<file path="config.mk">
export PLATFORM = sky130hd
export DESIGN_NAME = morse_letter_decoder
export DESIGN_NICKNAME = d
export VERILOG_FILES = /design/src/rtl/morse_defs_pkg.sv /design/src/rtl/morse_pattern_lut.sv /design/src/rtl/morse_letter_decoder.sv
export SDC_FILE = /design/constraint.sdc
export NUM_CORES = 1
export LEC_CHECK = 0
export CORE_UTILIZATION = 50
export CTS_CLUSTER_DIAMETER = 120
export DETAILED_ROUTE_END_ITERATION = 16
export GPL_TIMING_DRIVEN = 0
export PLACE_DENSITY = 0.81
export SYNTH_ARGS = -nofsm -noshare
export SYNTH_HDL_FRONTEND = slang
export SYNTH_HIERARCHICAL = 1
export SYNTH_SLANG_ARGS = --single-unit
</file>
<file path="constraint.sdc">
create_clock -name clk -period 4.4 [get_ports clk]
set_clock_uncertainty 0.1 [all_clocks]
set_input_delay 0.88 -clock clk [delete_from_list [all_inputs] [get_ports clk]]
set_output_delay 0.88 -clock clk [all_outputs]
set_load 0.1 [all_outputs]
</file>
<file path="src/rtl/morse_defs_pkg.sv">
// Shared Morse definitions: letter codes, symbol encoding, buffer limits,
// decoder FSM states and the pattern-lookup result payload.
package morse_defs;

  localparam int unsigned LETTER_W    = 3;
  localparam int unsigned SYM_W       = 4;
  localparam int unsigned SYM_CNT_W   = 3;
  localparam int unsigned RUN_CNT_W   = 3;
  localparam int unsigned MAX_SYMS    = 4;

  localparam logic DOT  = 1'b0;
  localparam logic DASH = 1'b1;

  localparam logic [LETTER_W-1:0] LTR_I = 3'd0;
  localparam logic [LETTER_W-1:0] LTR_J = 3'd1;
  localparam logic [LETTER_W-1:0] LTR_K = 3'd2;
  localparam logic [LETTER_W-1:0] LTR_L = 3'd3;
  localparam logic [LETTER_W-1:0] LTR_M = 3'd4;
  localparam logic [LETTER_W-1:0] LTR_N = 3'd5;
  localparam logic [LETTER_W-1:0] LTR_O = 3'd6;
  localparam logic [LETTER_W-1:0] LTR_P = 3'd7;

  typedef enum logic [1:0] {
    ST_IDLE  = 2'd0,
    ST_MARK  = 2'd1,
    ST_SPACE = 2'd2
  } state_t;

  typedef struct packed {
    logic                hit;
    logic [LETTER_W-1:0] code;
  } lut_out_t;

endpackage

</file>
<file path="src/rtl/morse_pattern_lut.sv">
// Combinational map from a collected symbol buffer to a letter code.
// Ports:
//   sym_cnt  number of valid symbols (0..4)
//   sym      symbols, first received in bit 0 (DOT=0, DASH=1)
//   lut_c    {hit, code}; hit=0 when the pattern is not a known letter
module morse_pattern_lut
  import morse_defs::*;
(
  input  logic [SYM_CNT_W-1:0] sym_cnt,
  input  logic [SYM_W-1:0]     sym,
  output lut_out_t             lut_c
);

  logic [SYM_W-1:0] mask;
  logic [SYM_W-1:0] sym_m;

  // Ignore buffer bits beyond the valid symbol count.
  always_comb begin
    mask = 4'b0000;
    case (sym_cnt)
      3'd1:    mask = 4'b0001;
      3'd2:    mask = 4'b0011;
      3'd3:    mask = 4'b0111;
      3'd4:    mask = 4'b1111;
      default: mask = 4'b0000;
    endcase
    sym_m = sym & mask;
  end

  // Patterns are written with the first symbol in the LSB.
  always_comb begin
    lut_c.hit  = 1'b1;
    lut_c.code = LTR_I;
    case ({sym_cnt, sym_m})
      {3'd2, 4'b0000}: lut_c.code = LTR_I;  // ..
      {3'd4, 4'b1110}: lut_c.code = LTR_J;  // .---
      {3'd3, 4'b0101}: lut_c.code = LTR_K;  // -.-
      {3'd4, 4'b0010}: lut_c.code = LTR_L;  // .-..
      {3'd2, 4'b0011}: lut_c.code = LTR_M;  // --
      {3'd2, 4'b0001}: lut_c.code = LTR_N;  // -.
      {3'd3, 4'b0111}: lut_c.code = LTR_O;  // ---
      {3'd4, 4'b0110}: lut_c.code = LTR_P;  // .--.
      default:         lut_c.hit  = 1'b0;
    endcase
  end

endmodule

</file>
<file path="src/rtl/morse_letter_decoder.sv">
// Decodes a tick-sampled Morse LED stream back into 3-bit letter codes.
// Ports:
//   clk, Reset_b   clock and asynchronous active-low reset
//   tick           sample enable; all state advances only when high
//   bit_in         serial stream, 1 = LED on
//   letter         last legally decoded letter, held between decodes
//   letter_valid   one-clk pulse when letter is updated
//   letter_err     one-clk pulse when a letter ended malformed/unknown
//   busy           high while a letter is in progress
module morse_letter_decoder
  import morse_defs::*;
#(
  parameter int unsigned DASH_TICKS = 3,
  parameter int unsigned GAP_TICKS  = 3
) (
  input  logic                clk,
  input  logic                Reset_b,
  input  logic                tick,
  input  logic                bit_in,
  output logic [LETTER_W-1:0] letter,
  output logic                letter_valid,
  output logic                letter_err,
  output logic                busy
);

  state_t                state, state_nxt;
  logic [RUN_CNT_W-1:0]  mark_cnt, mark_cnt_nxt;
  logic [RUN_CNT_W-1:0]  space_cnt, space_cnt_nxt;
  logic [SYM_W-1:0]      sym, sym_nxt;
  logic [SYM_CNT_W-1:0]  sym_cnt, sym_cnt_nxt;
  logic                  err, err_nxt;
  logic [LETTER_W-1:0]   letter_nxt;
  logic                  letter_valid_nxt;
  logic                  letter_err_nxt;
  logic                  busy_nxt;
  logic [RUN_CNT_W-1:0]  space_inc;
  lut_out_t              lut_c;

  morse_pattern_lut u_lut (
    .sym_cnt (sym_cnt),
    .sym     (sym),
    .lut_c   (lut_c)
  );

  // State and output registers.
  always_ff @(posedge clk or negedge Reset_b) begin
    if (!Reset_b) begin
      state        <= ST_IDLE;
      mark_cnt     <= '0;
      space_cnt    <= '0;
      sym          <= '0;
      sym_cnt      <= '0;
      err          <= 1'b0;
      letter       <= '0;
      letter_valid <= 1'b0;
      letter_err   <= 1'b0;
      busy         <= 1'b0;
    end else begin
      state        <= state_nxt;
      mark_cnt     <= mark_cnt_nxt;
      space_cnt    <= space_cnt_nxt;
      sym          <= sym_nxt;
      sym_cnt      <= sym_cnt_nxt;
      err          <= err_nxt;
      letter       <= letter_nxt;
      letter_valid <= letter_valid_nxt;
      letter_err   <= letter_err_nxt;
      busy         <= busy_nxt;
    end
  end

  assign space_inc = space_cnt + 3'd1;

  // Next-state, run counting, symbol classification and letter decode.
  always_comb begin
    state_nxt        = state;
    mark_cnt_nxt     = mark_cnt;
    space_cnt_nxt    = space_cnt;
    sym_nxt          = sym;
    sym_cnt_nxt      = sym_cnt;
    err_nxt          = err;
    letter_nxt       = letter;
    letter_valid_nxt = 1'b0;
    letter_err_nxt   = 1'b0;

    if (tick) begin
      case (state)
        ST_IDLE: begin
          if (bit_in) begin
            mark_cnt_nxt = 3'd1;
            state_nxt    = ST_MARK;
          end
        end

        ST_MARK: begin
          if (bit_in) begin
            if (mark_cnt != 3'd7) mark_cnt_nxt = mark_cnt + 3'd1;
          end else begin
            // Bad lengths are flagged and still stored as a dot so sym_cnt tracks every mark.
            if (mark_cnt != 3'd1 && mark_cnt != RUN_CNT_W'(DASH_TICKS)) err_nxt = 1'b1;
            if (sym_cnt == SYM_CNT_W'(MAX_SYMS)) begin
              err_nxt = 1'b1;
            end else begin
              sym_nxt[sym_cnt[1:0]] = (mark_cnt == RUN_CNT_W'(DASH_TICKS)) ? DASH : DOT;
              sym_cnt_nxt           = sym_cnt + 3'd1;
            end
            space_cnt_nxt = 3'd1;
            state_nxt     = ST_SPACE;
          end
        end

        ST_SPACE: begin
          if (bit_in) begin
            mark_cnt_nxt = 3'd1;
            state_nxt    = ST_MARK;
          end else begin
            space_cnt_nxt = space_inc;
            if (space_inc == RUN_CNT_W'(GAP_TICKS)) begin
              if (err || !lut_c.hit) begin
                letter_err_nxt = 1'b1;
              end else begin
                letter_nxt       = lut_c.code;
                letter_valid_nxt = 1'b1;
              end
              sym_nxt     = '0;
              sym_cnt_nxt = '0;
              err_nxt     = 1'b0;
              state_nxt   = ST_IDLE;
            end
          end
        end

        default: state_nxt = ST_IDLE;
      endcase
    end

    busy_nxt = (state_nxt != ST_IDLE);
  end

endmodule
</file>
# Word level (Yosys, flattened, before mapping)
# Index checks and enable logic that the tools add are counted.
dict set report totals {
  ff_bits 22
  inputBits 4
  output_inout_bits 6
  word_cells 106
}
dict set report op_classes {
  n_addsub 3
  magnitude_cmp 2
  eq_ne 27
  muxes 46
  bitwise_logic 3
  reduce_logical 15
}
# operator n
set ops {}
lappend ops {{equality test 7 x 6 -> 1 bit (second input constant)} 5}
lappend ops {{2-to-1 mux 3 bit} 9}
lappend ops {{equality test 7 bit (second input constant)} 3}
lappend ops {{case mux 3 bit (7 select lines)} 1}
lappend ops {{2-to-1 mux 1 bit} 18}
lappend ops {{case mux 3 bit (2 select lines)} 3}
lappend ops {{2-to-1 mux 4 bit} 4}
lappend ops {{case mux 4 bit (4 select lines)} 1}
lappend ops {{equality test 3 x 2 -> 1 bit (second input constant)} 4}
lappend ops {{!= test 2 bit (second input constant)} 6}
lappend ops {{AND reduction 6 bit} 2}
lappend ops {{2-to-1 mux 2 bit} 5}
lappend ops {{AND reduction 5 bit} 2}
lappend ops {{adder 3 x 1 -> 3 bit (second input constant)} 3}
lappend ops {{case mux 4 bit (2 select lines)} 1}
lappend ops {{OR reduction 8 bit} 1}
lappend ops {{!= test 3 bit (second input constant)} 2}
lappend ops {{case mux 2 bit (3 select lines)} 1}
lappend ops {{nonzero test 2 bit} 3}
lappend ops {{bitwise AND 4 bit} 1}
lappend ops {{bitwise mux 4 bit} 1}
lappend ops {{AND reduction 4 bit} 1}
lappend ops {{equality test 3 x 1 -> 1 bit (second input constant)} 1}
lappend ops {{equality test 3 bit (second input constant)} 1}
lappend ops {{other kinds (15)} 17}

# Logic depth before layout (Yosys ltp)
# Gate-level depths: netlist of run 1.
dict set report depth {
  ltp_word 13
  mapped_depth 7
  mapped_depth_nobuf 6
}

# Cells and area by module
# The synthesis of run 1 kept the hierarchy.
# module n_inst cells_per_inst area_per_inst_um2 seq_area_each_um2
set modules_own_cells {}
lappend modules_own_cells {morse_letter_decoder 1 115 1199.9 550.5}
lappend modules_own_cells {morse_pattern_lut 1 17 105.1 0.0}

# Worst setup path after synthesis of run 1
# OpenSTA, ideal clock, no wires.
dict set report synth_path {
  path_kind {input to register}
  from {in bit_in}
  to {reg letter[0]}
  setup_time_ns 0.125
  t_arrival_ns 1.971
  required_time_ns 4.175
  setup_slack_ns 2.203
  cell_stages 4
  path_buffers 0
  cell_sequence {and2b_1 nand4_4 or3b_4 mux2_4}
}
dict set report synth_via {
  elab_chain_cells 2
}
# element line_no
set synth_lines {}
lappend synth_lines {{from (decl)} morse_letter_decoder.sv:19} ;# input logic bit_in,
lappend synth_lines {{inverter 1 bit (no line)} --}
lappend synth_lines {{AND reduction 5 bit (no line)} --}
lappend synth_lines {{to (signal assigned)} morse_letter_decoder.sv:65} ;# letter <= letter_nxt;
lappend synth_lines {{to (decl)} morse_letter_decoder.sv:20} ;# output logic [LETTER_W-1:0] letter,
# Every way passes these cells.
# A chain may end at the register's enable or synchronous reset.

# Final worst setup path of run 1
dict set report layout_path {
  from {reg letter[0]}
  to {out letter[0]}
}
# No word-level cell between the ends.

==> results_dict.tcl, run 1 <==
set metrics [dict create \
    register_area_sq_um 550.5 \
    cts_buffer_depth 2 \
    die-area_sq_mm 0.002819 \
    path_cells "clkdlybuf4s50_1" \
    final_cell_mix "22 x dfrtp_1, 14 x nand2_1, 11 x inv_1, 11 x o21ai_0, 10 x ha_1" \
    final_common_cell "dfrtp_1" \
    p_leak_nw 0.6773 \
    cts_root_buffer "clkbuf_4" \
    drive_above_1_share_pct 9.722 \
    synthTopCellsByArea "dfrtp_1 42%, ha_1 9.6%, o21ai_0 4.2%, nand2_1 4.0%, mux2_4 3.5%" \
    rr_endpoint "letter[1]$_DFFE_PN0P_" \
    gp_congestion 0.8692 \
    cp_slowest_cell "clkdlybuf4s50_1" \
    multi_input_area_sq_um 698.2 \
    drcViolationCount 0 \
    tns_ps 0 \
    grt_max_degree 23 \
    rr_startpoint "space_cnt[0]$_DFFE_PN0P_" \
    holdBufCountCts 0 \
    dpl.hpwl_mm 1.828 \
    outcome "complete, no violations" \
    post_drt_wl_per_cell_um 14.13 \
    slew_viol_final 0 \
    cp_data_required_time_ps 3420 \
    clk_pin_slew_ps 110 \
    start_kind "flip-flop" \
    fmaxAchievable_ghz 0.3567 \
    critPathBufInv 1 \
    met1_usage_pct 25.31 \
    rows 18 \
    cts_buffers 3 \
    maxCapViolCount 0 \
    die_h_um 53.09 \
    ys_seq_elements 22 \
    finish.instance_area_sq_mm 0.001455 \
    gr-usage-all-layers_pct 19.96 \
    avgSynthCellArea_sq_um 9.886 \
    critPathArrivalTime_ps 1820 \
    synth_edf_count 0 \
    tightestPinTransition_ps 1017 \
    clock_sinks 22 \
    synthCells 132 \
    slowest_delay_ps 1140 \
    ir_drop_mv 0.2932 \
    path_max_fanout 2 \
    setup_viol_count_final 0 \
    antenna_left 0 \
    antenna_found_initial 0 \
    critical_path.top_delay_family "buffers and inverters" \
    fin_nets 160 \
    reg2regPathDepth 5 \
    grtUsageMet2_pct 33.33 \
    hold_viol 0 \
    synth_warnings 6 \
    busiest_layer "met2" \
    grt_pass1_vias 916 \
    dpl_cell_area_sq_mm 0.001433 \
    diodes 0 \
    boundaryPins 10 \
    postCtsSetupBuffers 0 \
    synth_ff_type "dfrtp_1" \
    layout_min_cycle_time_ps 2803 \
    area_growth_pct 11.51 \
    drt_iter0_markers 22 \
    cts-resized-gates 0 \
    slew_headroom_pct 31.96 \
    ys_types 43 \
    worstHoldPathCells 1 \
    die_x_um 53.09 \
    core_sq_mm 0.002477 \
    hold-path-endpoint "letter[2]$_DFFE_PN0P_" \
    path_class "reg2out" \
    period_share_pct 63.71 \
    reg2reg_slack_ps 2300 \
    synth.top_cell.area_share_pct 42.19 \
    cts_tree "done" \
    vias 984 \
    grt_pass1_wl_mm 4.057 \
    hp-class "reg2reg" \
    port_buffers 9 \
    synth_fp_nets 146 \
    insertion_delay_ps 300 \
    wl_mm 2.458 \
    grt_overflow 0 \
    async_flop_share_pct 100.0 \
    p_per_area_mw_per_mm2 457.6 \
    viasPerCell 5.655 \
    ys_seq_area_share_pct 42.19 \
    worstHoldStart "letter[2]$_DFFE_PN0P_" \
    grt_use_met3_pct 2.586 \
    synth_top_area_cell "dfrtp_1" \
    end_kind "primary output" \
    netlist_area_sq_mm 0.001305 \
    dr.pass1.iters 4 \
    rsz0062_at_grt "no" \
    htree_levels 1 \
    n_fill_cell 233 \
    start_util_pct 52.68 \
]
## layer usage
metal	part of all wire [%]	vias up
met1	47	478
met3	2.5	4
met5	0	-
met4	1.3	0
met2	49	16
li1	-	486
## metrics by stage
stage	setup slack [ps]	utilization [%]	hold WS (ps)	cells	power (mW)
2_1_floorplan	2203	-	394.3	132	0.5097
3_3_place_gp	1589	57.83	394.7	171	0.5582
3_5_place_dp	1550	57.83	400.4	171	0.5775
4_1_cts	1587	58.74	429.6	174	0.6668
5_1_grt	1560	58.74	440.1	174	0.7164
6_report	1597	58.74	428.5	174	0.6659
## report_power, final
part	total [mW]	switching (mW)	internal (mW)	leakage, nW
clock network	0.0900	0.0580	0.0319	0.0138
registers	0.321	0.0677	0.254	0.279
logic	0.255	0.141	0.114	0.384
total	0.666	0.267	0.399	0.677
## flip-flops by register name (all words and copies together), names as in the netlist
signal        count
letter_valid      1
state             2
sym_cnt           3
space_cnt         3
busy              1
mark_cnt          3
err               1
letter_err        1
letter            3
sym               4
## cell type report
| class | instances | share of cell area (%) |
|---|---|---|
| Tap cell | 30 | 2.580 |
| Buffer | 3 | 1.032 |
| Timing Repair Buffer | 9 | 6.191 |
| Sequential cell | 22 | 37.83 |
| Clock buffer | 3 | 1.548 |
| Inverter | 11 | 2.837 |
| Multi-Input combinational cell | 96 | 47.98 |
## cell usage after synthesis (3+ instances only)
library cell	count
a21oi_1	6
o21ai_0	11
mux2_4	3
nand3_1	4
nor2_1	6
inv_1	11
nor3_1	3
nand2_1	14
dfrtp_1	22
ha_1	10
nand3b_1	3
## logic make-up (layout without fill, tap and decap cells)
kind of cell,Yosys count,after routing,share of synthesized area (%)
buf+inv,14,26,4.315
compound gates,34,34,16.68
mux,5,5,5.081
simple gates,46,46,20.90
fa+ha+maj,10,10,9.588
flops,22,22,42.19
xor+xnor,1,1,1.247
## worst max-delay path by stage
stage	cells after the start	slack, ps	to	start
floorplan	4	2200	letter[0]$_DFFE_PN0P_	bit_in
global placement	5	1590	letter[1]$_DFFE_PN0P_	tick
detailed placement	5	1550	letter[1]$_DFFE_PN0P_	tick
CTS	1	1590	letter[0]	letter[0]$_DFFE_PN0P_
global route	1	1560	letter[0]	letter[0]$_DFFE_PN0P_
finish	1	1600	letter[0]	letter[0]$_DFFE_PN0P_
Note: power is estimated with default switching activity, not from simulation.
==> run 2: changes to the inputs <==
- PLACE_DENSITY: 0.81 -> 0.84
- clock period: 4.4 -> 2.3 ns (I/O delays scaled with it)
==> run 2 against run 1 <==
Net effect: worst hold slack worse by 5.8 ps; non-clock buffer count stayed put; sequential share of layout area is 0.58 points lower; die area stayed put.
==> results_dict.tcl, run 2 (synthesis gave the netlist of run 1 again) <==
set metrics [dict create \
    wl_mm 2.295 \
    fin_nets 160 \
    grt_pass1_wl_mm 3.705 \
    hp-class "reg2reg" \
    setup_viol_count_final 0 \
    grt_max_degree 23 \
    dp.cells 171 \
    path_cells "dlygate4sd2_1" \
    die_h_um 53.09 \
    largest_reg_flops 4 \
    viasPerCell 5.629 \
    p_per_area_mw_per_mm2 936.4 \
    grt_overflow 0 \
    cts_tree "done" \
    slew_headroom_pct 36.65 \
    fmaxAchievable_ghz 0.4740 \
    post_drt_wl_per_cell_um 13.11 \
    rows 18 \
    htree_levels 1 \
    period_share_pct 91.72 \
    start_util_pct 52.68 \
    final_cell_mix "22 x dfrtp_1, 14 x nand2_1, 11 x inv_1, 11 x o21ai_0, 10 x ha_1" \
    rsz0062_at_grt "no" \
    dpl.hpwl_mm 1.745 \
    vias 985 \
    diodes 0 \
    area_growth_pct 13.23 \
    path_max_fanout 2 \
    cts_root_buffer "clkbuf_4" \
    boundaryPins 10 \
    path_class "reg2out" \
    grt_pass1_vias 868 \
    regMostFlops "sym" \
    tns_ps 0 \
    gr-usage-all-layers_pct 18.34 \
    ir_drop_mv 0.9707 \
    drt_iter0_markers 24 \
    cts_buffers 3 \
    start_kind "flip-flop" \
    dr.pass1.iters 4 \
    clk_pin_slew_ps 120 \
    cp_slowest_cell "dlygate4sd2_1" \
    critPathBufInv 1 \
    gp_congestion 0.8787 \
    antenna_found_initial 0 \
    p_leak_nw 0.7171 \
    port_buffers 9 \
    slowest_delay_ps 860 \
    drive_above_1_share_pct 10.34 \
    core_sq_mm 0.002477 \
    die-area_sq_mm 0.002819 \
    antenna_left 0 \
    hold_viol 0 \
    maxCapViolCount 0 \
    clock_sinks 22 \
    slew_viol_final 0 \
    postCtsSetupBuffers 0 \
    final_common_cell "dfrtp_1" \
    cp_data_required_time_ps 1740 \
    die_x_um 53.09 \
    outcome "complete, no violations" \
    cts_buffer_depth 2 \
    cts-resized-gates 6 \
    end_kind "primary output" \
    insertion_delay_ps 310 \
    tightestPinTransition_ps 954.0 \
    holdBufCountCts 0 \
    layout_min_cycle_time_ps 2109 \
    drcViolationCount 0 \
    critical_path.top_delay_family "buffers and inverters" \
    critPathArrivalTime_ps 1550 \
    stdcell_count 175 \
]
[run 2: changes by cell type in the layout (fill, tap and decap cells not counted), sizes merged]
cell           change
clkdlybuf4s50      -6
bufinv             +1
dlygate4sd2        +6
[run 2: per-layer routing]
layer	track usage, %	part of all wire (%)
met5	0	0
met4	4.825	0.52
met3	6.034	3.6
met2	31.43	50
met1	21.79	46
[run 2: report_power, final]
part / internal [mW] / total [mW] / switching (mW) / leakage [nW]
Sequential: 0.485 / 0.612 / 0.127 / 0.279
Clock: 0.176 / 0.294 / 0.118 / 0.0279
Combinational: 0.214 / 0.477 / 0.263 / 0.410
[run 2: cell type report]
class	instances	area (sq um)
multi-input cells	96	698.2
repair buffers	9	82.58
fillers	227	999.7
flip-flops and latches	22	550.5
clock buffers	3	22.52
well taps	30	37.54
clock inverters	1	30.03
inverters	11	41.29
plain buffers	3	15.01
[run 2: worst paths after layout]
kind | from | endpoint | slack [ps] | cells past startpoint
setup / recovery | letter[2]$_DFFE_PN0P_ | letter[2] | 190 | 1
hold / removal | letter[0]$_DFFE_PN0P_ | letter[0]$_DFFE_PN0P_ | 420 | 1
setup reg to reg | space_cnt[1]$_DFFE_PN0P_ | letter[2]$_DFFE_PN0P_ | 200 | 5
hold reg to reg | letter[0]$_DFFE_PN0P_ | letter[0]$_DFFE_PN0P_ | 420 | 1
max in group asynchronous | Reset_b | sym_cnt[1]$_DFFE_PN0P_ | 970 | 1
min in group asynchronous | Reset_b | sym[1]$_DFFE_PN0P_ | 560 | 1
[run 2: stage by stage]
stage | hold WS [ps] | utilization [%] | instance area (sq um) | power [mW] | worst slack, ps
floorplan | 64.41 | - | 1305 | 0.9750 | 332.0
global placement | 394.7 | 57.83 | 1433 | 1.065 | -98.51
detailed placement | 400.9 | 57.83 | 1433 | 1.100 | -131.7
CTS | 425.2 | 59.65 | 1478 | 1.396 | 169.2
global route | 447.3 | 59.65 | 1478 | 1.484 | 119.7
finish | 422.7 | 59.65 | 1478 | 1.384 | 190.5
==> run 3: changes to the inputs <==
- PLACE_DENSITY: 0.84 -> 0.81
- TNS_END_PERCENT: unset -> 30
- clock period: 2.3 -> 2.49 ns (I/O delays scaled with it)
==> results of run 3 <==
The final DEF is identical to that of run 1. Status: complete, no violations.
Main changes from that run: setup slack after placement 1550 ps -> 22.18 ps; setup slack after layout 1597 ps -> 68.80 ps; register-to-register setup slack 2300 ps -> 390 ps; total power 0.6659 mW -> 1.177 mW; worst IR drop on VDD 0.2932 mV -> 0.5181 mV
